$ cat src/rtl/gf_pkg.sv
// rtl/gf_pkg.sv - shared constants and state type for the GF(2^M) digit-serial multiplier
//
// Default field: GF(2^16), f(x) = x^16 + x^5 + x^3 + x + 1 (x^16 implicit),
// digit size 4 bits per cycle.
package gf_pkg;

    localparam int          GF_M    = 16;
    localparam int          GF_D    = 4;
    localparam logic [15:0] GF_POLY = 16'h002B;

    typedef enum logic [1:0] {
        IDLE = 2'd0,
        BUSY = 2'd1,
        DONE = 2'd2
    } gf_state_e;

endpackage

$ cat src/rtl/gf_digit_step.sv
// rtl/gf_digit_step.sv - combinational D-row AND-AND-XOR3 cell array for one digit step
//
// gf_xor3_cell ports:
//   msb_i   top bit of the incoming row value (reduction trigger)
//   poly_i  field polynomial coefficient for this bit
//   digit_i current digit bit of B
//   a_i     operand A bit
//   prev_i  next-lower bit of the incoming row value (0 for bit 0)
//   c_o     row output bit
//
// gf_digit_step ports:
//   c_i      running product entering this step
//   a_i      operand A
//   digit_i  D bits of B, MSB consumed first
//   c_o      c_i * x^D + digit_i * A, reduced mod f
module gf_xor3_cell (
    input  logic msb_i,
    input  logic poly_i,
    input  logic digit_i,
    input  logic a_i,
    input  logic prev_i,
    output logic c_o
);
    assign c_o = (msb_i & poly_i) ^ (digit_i & a_i) ^ prev_i;
endmodule

module gf_digit_step
    import gf_pkg::*;
#(
    parameter int           M    = GF_M,
    parameter int           D    = GF_D,
    parameter logic [M-1:0] POLY = M'(GF_POLY)
) (
    input  logic [M-1:0] c_i,
    input  logic [M-1:0] a_i,
    input  logic [D-1:0] digit_i,
    output logic [M-1:0] c_o
);
    // rows[0] is the input; each row r multiplies by x, reduces, and adds
    // digit bit D-1-r times A, so the digit is consumed MSB first.
    logic [D:0][M-1:0] rows;

    assign rows[0] = c_i;

    for (genvar r = 0; r < D; r++) begin : g_row
        for (genvar i = 0; i < M; i++) begin : g_bit
            logic prev;
            if (i == 0) begin : g_lsb
                assign prev = 1'b0;
            end else begin : g_mid
                assign prev = rows[r][i-1];
            end
            gf_xor3_cell u_cell (
                .msb_i   (rows[r][M-1]),
                .poly_i  (POLY[i]),
                .digit_i (digit_i[D-1-r]),
                .a_i     (a_i[i]),
                .prev_i  (prev),
                .c_o     (rows[r+1][i])
            );
        end
    end

    assign c_o = rows[D];
endmodule

$ cat src/rtl/gf_digit_mac.sv
// rtl/gf_digit_mac.sv - digit-serial GF(2^M) multiplier with valid/ready operand and result ports
//
// Ports:
//   clk        rising-edge clock
//   rst_n      asynchronous active-low reset
//   in_valid   operand pair valid
//   in_ready   block idle and able to accept operands
//   a, b       operands, polynomial basis (bit i = coefficient of x^i)
//   out_valid  c holds a finished product
//   out_ready  consumer accepts c
//   c          A*B mod f(x); meaningful only while out_valid is high
module gf_digit_mac
    import gf_pkg::*;
#(
    parameter int           M    = GF_M,
    parameter int           D    = GF_D,
    parameter logic [M-1:0] POLY = M'(GF_POLY)
) (
    input  logic         clk,
    input  logic         rst_n,
    input  logic         in_valid,
    output logic         in_ready,
    input  logic [M-1:0] a,
    input  logic [M-1:0] b,
    output logic         out_valid,
    input  logic         out_ready,
    output logic [M-1:0] c
);
    localparam int            STEPS = M / D;
    localparam int            CW    = (STEPS > 1) ? $clog2(STEPS) : 1;
    localparam logic [CW-1:0] LAST  = CW'(STEPS - 1);

    if (M % D != 0) begin : g_bad_digit
        $error("gf_digit_mac: M must be a multiple of D");
    end

    gf_state_e     state_q, state_d;
    logic [M-1:0]  a_q, a_d;
    logic [M-1:0]  b_q, b_d;
    logic [M-1:0]  c_q, c_d;
    logic [CW-1:0] cnt_q, cnt_d;
    logic [M-1:0]  step_c;

    gf_digit_step #(
        .M    (M),
        .D    (D),
        .POLY (POLY)
    ) u_step (
        .c_i     (c_q),
        .a_i     (a_q),
        .digit_i (b_q[M-1 -: D]),
        .c_o     (step_c)
    );

    always_comb begin
        state_d = state_q;
        a_d     = a_q;
        b_d     = b_q;
        c_d     = c_q;
        cnt_d   = cnt_q;
        unique case (state_q)
            IDLE: begin
                if (in_valid) begin
                    a_d     = a;
                    b_d     = b;
                    c_d     = '0;
                    cnt_d   = '0;
                    state_d = BUSY;
                end
            end
            BUSY: begin
                c_d = step_c;
                b_d = b_q << D;
                // Counter parks at LAST rather than wrapping.
                if (cnt_q == LAST) begin
                    state_d = DONE;
                end else begin
                    cnt_d = cnt_q + 1'b1;
                end
            end
            DONE: begin
                if (out_ready) begin
                    state_d = IDLE;
                end
            end
            default: state_d = IDLE;
        endcase
    end

    always_ff @(posedge clk or negedge rst_n) begin
        if (!rst_n) begin
            state_q <= IDLE;
            a_q     <= '0;
            b_q     <= '0;
            c_q     <= '0;
            cnt_q   <= '0;
        end else begin
            state_q <= state_d;
            a_q     <= a_d;
            b_q     <= b_d;
            c_q     <= c_d;
            cnt_q   <= cnt_d;
        end
    end

    assign in_ready  = (state_q == IDLE);
    assign out_valid = (state_q == DONE);
    assign c         = c_q;
endmodule

$ cat config.mk
export PLATFORM = sky130hd
export DESIGN_NAME = gf_digit_mac
export DESIGN_NICKNAME = d
export VERILOG_FILES = /design/src/rtl/gf_pkg.sv /design/src/rtl/gf_digit_step.sv /design/src/rtl/gf_digit_mac.sv
export SDC_FILE = /design/constraint.sdc
export NUM_CORES = 1
export LEC_CHECK = 0
export ABC_CLOCK_PERIOD_IN_PS = 2750
export CORE_ASPECT_RATIO = 1.5
export CORE_MARGIN = 3
export CORE_UTILIZATION = 58
export DETAILED_ROUTE_END_ITERATION = 16
export GPL_TIMING_DRIVEN = 1
export PLACE_DENSITY_LB_ADDON = 0.15
export REMOVE_ABC_BUFFERS = 1
export SLEW_MARGIN = 10
export SYNTH_ARGS = -nofsm -noshare
export SYNTH_HDL_FRONTEND = slang
export SYNTH_SLANG_ARGS = --single-unit
$ cat constraint.sdc
create_clock -name clk -period 2.75 [get_ports clk]
set_clock_uncertainty 0.1 [all_clocks]
set_input_delay 0.55 -clock clk [delete_from_list [all_inputs] [get_ports clk]]
set_output_delay 0.55 -clock clk [all_outputs]
set_load 0.1 [all_outputs]
==> flow_metrics.env, run 1 <==
export IMPL_synth_common_cells="nand2_1, dfrtp_1, xnor2_1"
export IMPL_synth_xor_area_share=0.234
export IMPL_finalSetupViolCount=0
export IMPL_synth_flop_cell="dfrtp_1"
export IMPL_diodes=0
export IMPL_critPathMaxFanout=10
export IMPL_clk_path_buf_depth=2
export IMPL_fillCellCount=421
export IMPL_grt_overflow_total=0
export IMPL_cts_setup_buffers=0
export IMPL_endpoint_kind="flip-flop"
export IMPL_cts_made_buffers=5
export IMPL_ios=54
export IMPL_rows=32
export IMPL_cp_arrival_ns=2.02
export IMPL_path_class="flip-flop to flip-flop"
export IMPL_synth_fa_ha_area_frac=0.00392
export IMPL_antenna_found_initial=0
export IMPL_hold_viol=0
export IMPL_startpoint_type="flip-flop"
export IMPL_crit_path_top_delay_cell="dfrtp_1"
export IMPL_synth_edf_count=0
export IMPL_start_util=0.609
export IMPL_path_clk_slew_ns=0.09
export IMPL_route_detailed_drc=0
export IMPL_synth_compound_area_share=0.0654
export IMPL_synth_area_per_cell_um2=10.1
export IMPL_ys_ff_latch=52
export IMPL_io_buffers=53
export IMPL_drt_first_iter_violations=101
export IMPL_wl_mm=6.10
export IMPL_drv_slew=0
export IMPL_tightest_slew_ns=0.719
export IMPL_syn_area_mm2=0.00319
export IMPL_rsz0062_at_grt="false"
export IMPL_ff2ff_setup_slack_ns=0.83
export IMPL_yosysMostFrequentCell="nand2_1"
export IMPL_die_h_um=96.9
export IMPL_synth_top_cell_area_share=0.407
export IMPL_max_freq_mhz=520
export IMPL_min_period_ns=1.92
export IMPL_drive_gt1_frac=0.173
export IMPL_clock_tree_htree_level_count=2
export IMPL_dieArea_mm2=0.00645
export IMPL_critPathBufInv=0
export IMPL_required_ns=2.84
export IMPL_hpwl_mm=4.48
export IMPL_synthDistinctLibCells=27
export IMPL_synth_simple_area_share=0.122
export IMPL_clkSinkCount=52
export IMPL_grt_max_degree=38
export IMPL_yosys_warnings=0
export IMPL_ant_nets=0
export IMPL_path_delay_family="XOR/XNOR gates"
export IMPL_clock_root_buffer="clkbuf_8"
export IMPL_slew_headroom=0.521
export IMPL_synth_area_top_cells="dfrtp_1, xnor2_1, nand2_1, mux2_2, xnor3_1"
export IMPL_viasPerCell=5.24
export IMPL_gp_congestion=0.789
export IMPL_cpPeakStageDelay_ns=0.56
export IMPL_yosys_area_top_type="dfrtp_1"
export IMPL_ctsResizeCount=0
export IMPL_status="complete, no violations"
export IMPL_grt_pass1_wl_mm=10.6
export IMPL_cts_hold_buffers=0
export IMPL_crit_chain="nand2_1 > xor2_2 > xor2_2 > xnor3_1 > a22o_1"
export IMPL_dr_pass1_iters=4
export IMPL_async_flop_share=1.00
export IMPL_synth_cells=317
export IMPL_synth_top_family_by_area="XOR/XNOR gates"
export IMPL_core_mm2=0.00525
export IMPL_cp_common_cell="xor2_2"
export IMPL_grt_pass1_vias=2337
export IMPL_fin_crit_sh=0.699
export IMPL_maxCapViolations=0
export IMPL_nNetsFinal=389
export IMPL_routedWlPerCell_um=14.5
export IMPL_clk_latency_ns=0.30
export IMPL_area_delta_synth_final_pct=16.1
export IMPL_fin_setup_tns_ns=0
export IMPL_final_core_util=0.707
export IMPL_cts_tree="done"
export IMPL_die_x_um=66.6
export IMPL_grtUsageTotal=0.210
export IMPL_muxShareOfSynthArea=0.0975
export IMPL_hold_class="input port to async pin"
export IMPL_seq_area_frac_synth=0.407
export IMPL_hold_worst_slack_ns=0.193
export IMPL_dr_total_vias=2204
## cells by family (layout without fill, tap and decap cells)
kind of cell | after synthesis | after routing
flops | 52 | 52
buf+inv | 36 | 72
fa+ha+maj | 1 | 1
xor+xnor | 67 | 67
mux | 29 | 29
compound gates | 35 | 35
simple gates | 97 | 97
## cells in the final DEF (no fill, tap or decap)
master	count
xor3_2	1
clkdlybuf4s50_1	34
mux2_2	17
o21bai_2	1
dfrtp_1	52
inv_1	2
a22o_1	8
ha_1	1
xor2_4	1
xnor3_1	7
nand2_4	2
o21ai_1	3
xnor2_2	1
xor2_2	3
buf_2	1
nand2_1	88
and2_1	1
clkbuf_8	6
nor2b_1	2
buf_4	27
mux2i_1	12
o21ai_0	22
xor2_1	12
clkinvlp_4	1
clkbuf_1	1
nor2_1	3
o22ai_1	1
nand2b_1	1
xnor2_1	42
## layout make-up
cell class,instances,area [µm²],area share
clock inverter,1,7.51,0.00202
timing repair buffer,62,548,0.148
inverter,2,7.51,0.00202
sequential,52,1300,0.351
tap,68,85.1,0.0229
clock buffer,7,86.3,0.0233
multi-input combinational,229,1670,0.451
## metrics by stage
stage / instances / area, µm² / setup slack, ns
floorplan: 283 / 2980 / -0.408
global placement: 413 / 3620 / 0.641
detailed placement: 413 / 3620 / 0.622
CTS: 421 / 3710 / 0.818
global route: 421 / 3710 / 0.731
finish: 421 / 3710 / 0.826
## state kept, by name (all words and copies together), names as in the netlist
name	cells
a_q	16
b_q	16
c	16
cnt_q	2
state_q	2
## worst reg2reg max path, delay by kind of cell, from the launching register on
| family | cells | cell delay (ns) |
|---|---|---|
| AND/OR/NAND/NOR | 1 | 0.15 |
| AO/OA/AOI/OAI | 1 | 0.22 |
| flip-flops | 1 | 0.56 |
| XOR/XNOR | 3 | 0.80 |
## path summary, 6_finish.rpt
check | end | startpoint | cells after the start
max reg2reg | c[1]$_DFFE_PN0P_ | b_q[14]$_DFFE_PN0P_ | 5
max | c[1]$_DFFE_PN0P_ | b_q[14]$_DFFE_PN0P_ | 5
min in group clk | b_q[13]$_DFFE_PN0P_ | b_q[9]$_DFFE_PN0P_ | 2
min | a_q[12]$_DFFE_PN0P_ | rst_n | 1
max in group asynchronous | a_q[4]$_DFFE_PN0P_ | rst_n | 2
min reg2reg | b_q[13]$_DFFE_PN0P_ | b_q[9]$_DFFE_PN0P_ | 2
## metal layers
layer  vias up  part of all wire  track usage
met2        51              0.54        0.371
met4         0             0.020       0.0704
li1       1068                 -            -
met1      1074              0.41        0.247
met5         -                 0            0
met3        11             0.037       0.0395
Power of run 1 is not shown: default switching activity piles up to over one toggle a cycle in this logic, so the estimate is an artifact.
==> run 2, diff against run 1 <==
--- a/config.mk
+++ b/config.mk
@@ -5,10 +5,10 @@
 export SDC_FILE = /design/constraint.sdc
 export NUM_CORES = 1
 export LEC_CHECK = 0
-export ABC_CLOCK_PERIOD_IN_PS = 2750
+export ABC_CLOCK_PERIOD_IN_PS = 1700
 export CORE_ASPECT_RATIO = 1.5
 export CORE_MARGIN = 3
-export CORE_UTILIZATION = 58
+export CORE_UTILIZATION = 48
 export DETAILED_ROUTE_END_ITERATION = 16
 export GPL_TIMING_DRIVEN = 1
 export PLACE_DENSITY_LB_ADDON = 0.15
==> constraint.sdc (replaced) <==
create_clock -name clk -period 1.7 [get_ports clk]
set_clock_uncertainty 0.1 [all_clocks]
set_input_delay 0.34 -clock clk [delete_from_list [all_inputs] [get_ports clk]]
set_output_delay 0.34 -clock clk [all_outputs]
set_load 0.1 [all_outputs]
==> flow_metrics.env, run 2 (synthesis results as in run 1) <==
export IMPL_critPathBufInv=1
export IMPL_io_buffers=53
export IMPL_endpoint_kind="flip-flop"
export IMPL_clk_path_buf_depth=2
export IMPL_fin_area_mm2=0.00426
export IMPL_hpwl_mm=5.14
export IMPL_path_clk_slew_ns=0.10
export IMPL_layout_common_cells="nand2_1, dfrtp_1, xnor2_1"
export IMPL_status="finished, violations left"
export IMPL_ios=54
export IMPL_path_delay_family="XOR/XNOR gates"
export IMPL_crit_path_top_delay_cell="dfrtp_2"
export IMPL_start_util=0.507
export IMPL_antenna_found_initial=0
export IMPL_tightest_slew_ns=0.406
export IMPL_cts_made_buffers=5
export IMPL_max_freq_mhz=576
export IMPL_grt_pass1_vias=2347
export IMPL_routedWlPerCell_um=15.4
export IMPL_hold_depth=2
export IMPL_final_core_util=0.675
export IMPL_grt_overflow_total=0
export IMPL_r2r_start="b_q[13]$_DFFE_PN0P_"
export IMPL_ant_nets=0
export IMPL_gp_congestion=0.840
export IMPL_startpoint_type="flip-flop"
export IMPL_finalSetupViolCount=3
export IMPL_min_delay_start="b_q[8]$_DFFE_PN0P_"
export IMPL_clkSinkCount=52
export IMPL_area_delta_synth_final_pct=33.3
export IMPL_cpPeakStageDelay_ns=0.47
export IMPL_fin_ws_ns=-0.0375
export IMPL_dieArea_mm2=0.00769
export IMPL_diodes=0
export IMPL_core_mm2=0.00631
export IMPL_viasPerCell=5.18
export IMPL_reg2reg_to="c[2]$_DFFE_PN0P_"
export IMPL_wl_mm=6.91
export IMPL_hold_class="flip-flop to flip-flop"
export IMPL_clk_latency_ns=0.31
export IMPL_clock_root_buffer="clkbuf_8"
export IMPL_die_x_um=72.6
export IMPL_rsz0062_at_grt="true"
export IMPL_critPathMaxFanout=4
export IMPL_fin_crit_sh=1.02
export IMPL_drv_slew=0
export IMPL_ff2ff_path_depth=6
export IMPL_crit_chain="buf_12 > nand2_1 > xnor3_1 > xnor2_2 > xnor2_1 > a22o_1"
export IMPL_ff2ff_setup_slack_ns=-0.04
export IMPL_grt_max_degree=53
export IMPL_drive_gt1_frac=0.261
export IMPL_dr_total_vias=2328
export IMPL_maxCapViolations=0
export IMPL_required_ns=1.81
export IMPL_path_class="flip-flop to flip-flop"
export IMPL_dr_pass1_iters=4
export IMPL_die_h_um=106
export IMPL_place_area_mm2=0.00403
export IMPL_fin_setup_tns_ns=-0.0591
export IMPL_grt_pass1_wl_mm=11.4
export IMPL_hold_viol=0
export IMPL_final_common_cell="nand2_1"
export IMPL_grtUsageTotal=0.191
export IMPL_drt_first_iter_violations=101
export IMPL_dp_slack_ns=-0.0999
export IMPL_cp_arrival_ns=1.84
export IMPL_fillCellCount=501
export IMPL_route_detailed_drc=0
export IMPL_slew_headroom=0.730
export IMPL_violations="setup timing"
export IMPL_nNetsFinal=412
export IMPL_rows=35
export IMPL_hold_end="b_q[12]$_DFFE_PN0P_"
export IMPL_cts_tree="done"
export IMPL_clock_tree_htree_level_count=2
export IMPL_min_period_ns=1.74
==> run 2: metal layers <==
| metal | vias to the layer above | track usage | wire length, µm |
|---|---|---|---|
| met5 | - | 0 | 0 |
| met4 | 0 | 0.0580 | 118 |
| met3 | 9 | 0.0312 | 236 |
| met2 | 47 | 0.316 | 3650 |
| met1 | 1160 | 0.253 | 2900 |
| li1 | 1112 | - | - |
==> run 2: how the worst max path moves through the flow <==
stage / from / depth (start not counted) / to / slack, ns
floorplan: state_q[0]$_DFFE_PN0P_ / 4 / cnt_q[0]$_DFFE_PN0P_ / -1.46
global placement: b_q[13]$_DFFE_PN0P_ / 5 / c[1]$_DFFE_PN0P_ / -0.07
detailed placement: b_q[13]$_DFFE_PN0P_ / 5 / c[1]$_DFFE_PN0P_ / -0.1
CTS: b_q[14]$_DFFE_PN0P_ / 6 / c[3]$_DFFE_PN0P_ / -0.04
global route: b_q[14]$_DFFE_PN0P_ / 6 / c[3]$_DFFE_PN0P_ / -0.08
finish: b_q[13]$_DFFE_PN0P_ / 6 / c[2]$_DFFE_PN0P_ / -0.04
==> run 2: tightest hold or removal path, cell delays in order, from the launching register on <==
cell	delay, ns
dfrtp_1	0.35
nand2_1	0.05
o21ai_0	0.06
==> run 2: cell type report <==
class / count / area (µm²) / share of cell area
clock buffers: 7 / 96.3 / 0.0226
inverters: 2 / 7.51 / 0.00176
multi-input cells: 229 / 1750 / 0.412
flip-flops and latches: 52 / 1310 / 0.307
well taps: 74 / 92.6 / 0.0217
repair buffers: 85 / 1000 / 0.235
==> run 2: metrics by stage <==
step                      instances  hold slack [ns]
after global routing            449            0.417
after CTS                       449            0.388
after detailed placement        438            0.257
after global placement          438            0.255
after floorplan                 283          -0.0556
final                           449            0.381
==> run 2: repair_timing <==
| item | CTS | global route |
|---|---|---|
| resized for setup | 4 | 15 |
| endpoints found under the setup margin | 6 | 8 |
| hold buffers | 1 | 0 |
| setup buffers | 3 | 0 |
| pin swaps | 5 | 4 |
| endpoints found under the hold margin | 52 | 0 |
Power of run 2 is left out for the same reason.
==> run 3, diff against run 2 <==
--- a/config.mk
+++ b/config.mk
@@ -6,6 +6,7 @@
 export NUM_CORES = 1
 export LEC_CHECK = 0
 export ABC_CLOCK_PERIOD_IN_PS = 1700
+export CAP_MARGIN = 20
 export CORE_ASPECT_RATIO = 1.5
 export CORE_MARGIN = 3
 export CORE_UTILIZATION = 48
==> results of run 3 <==
The final DEF is identical to that of run 2; final timing and power are the same.
Power of run 3 is left out for the same reason.
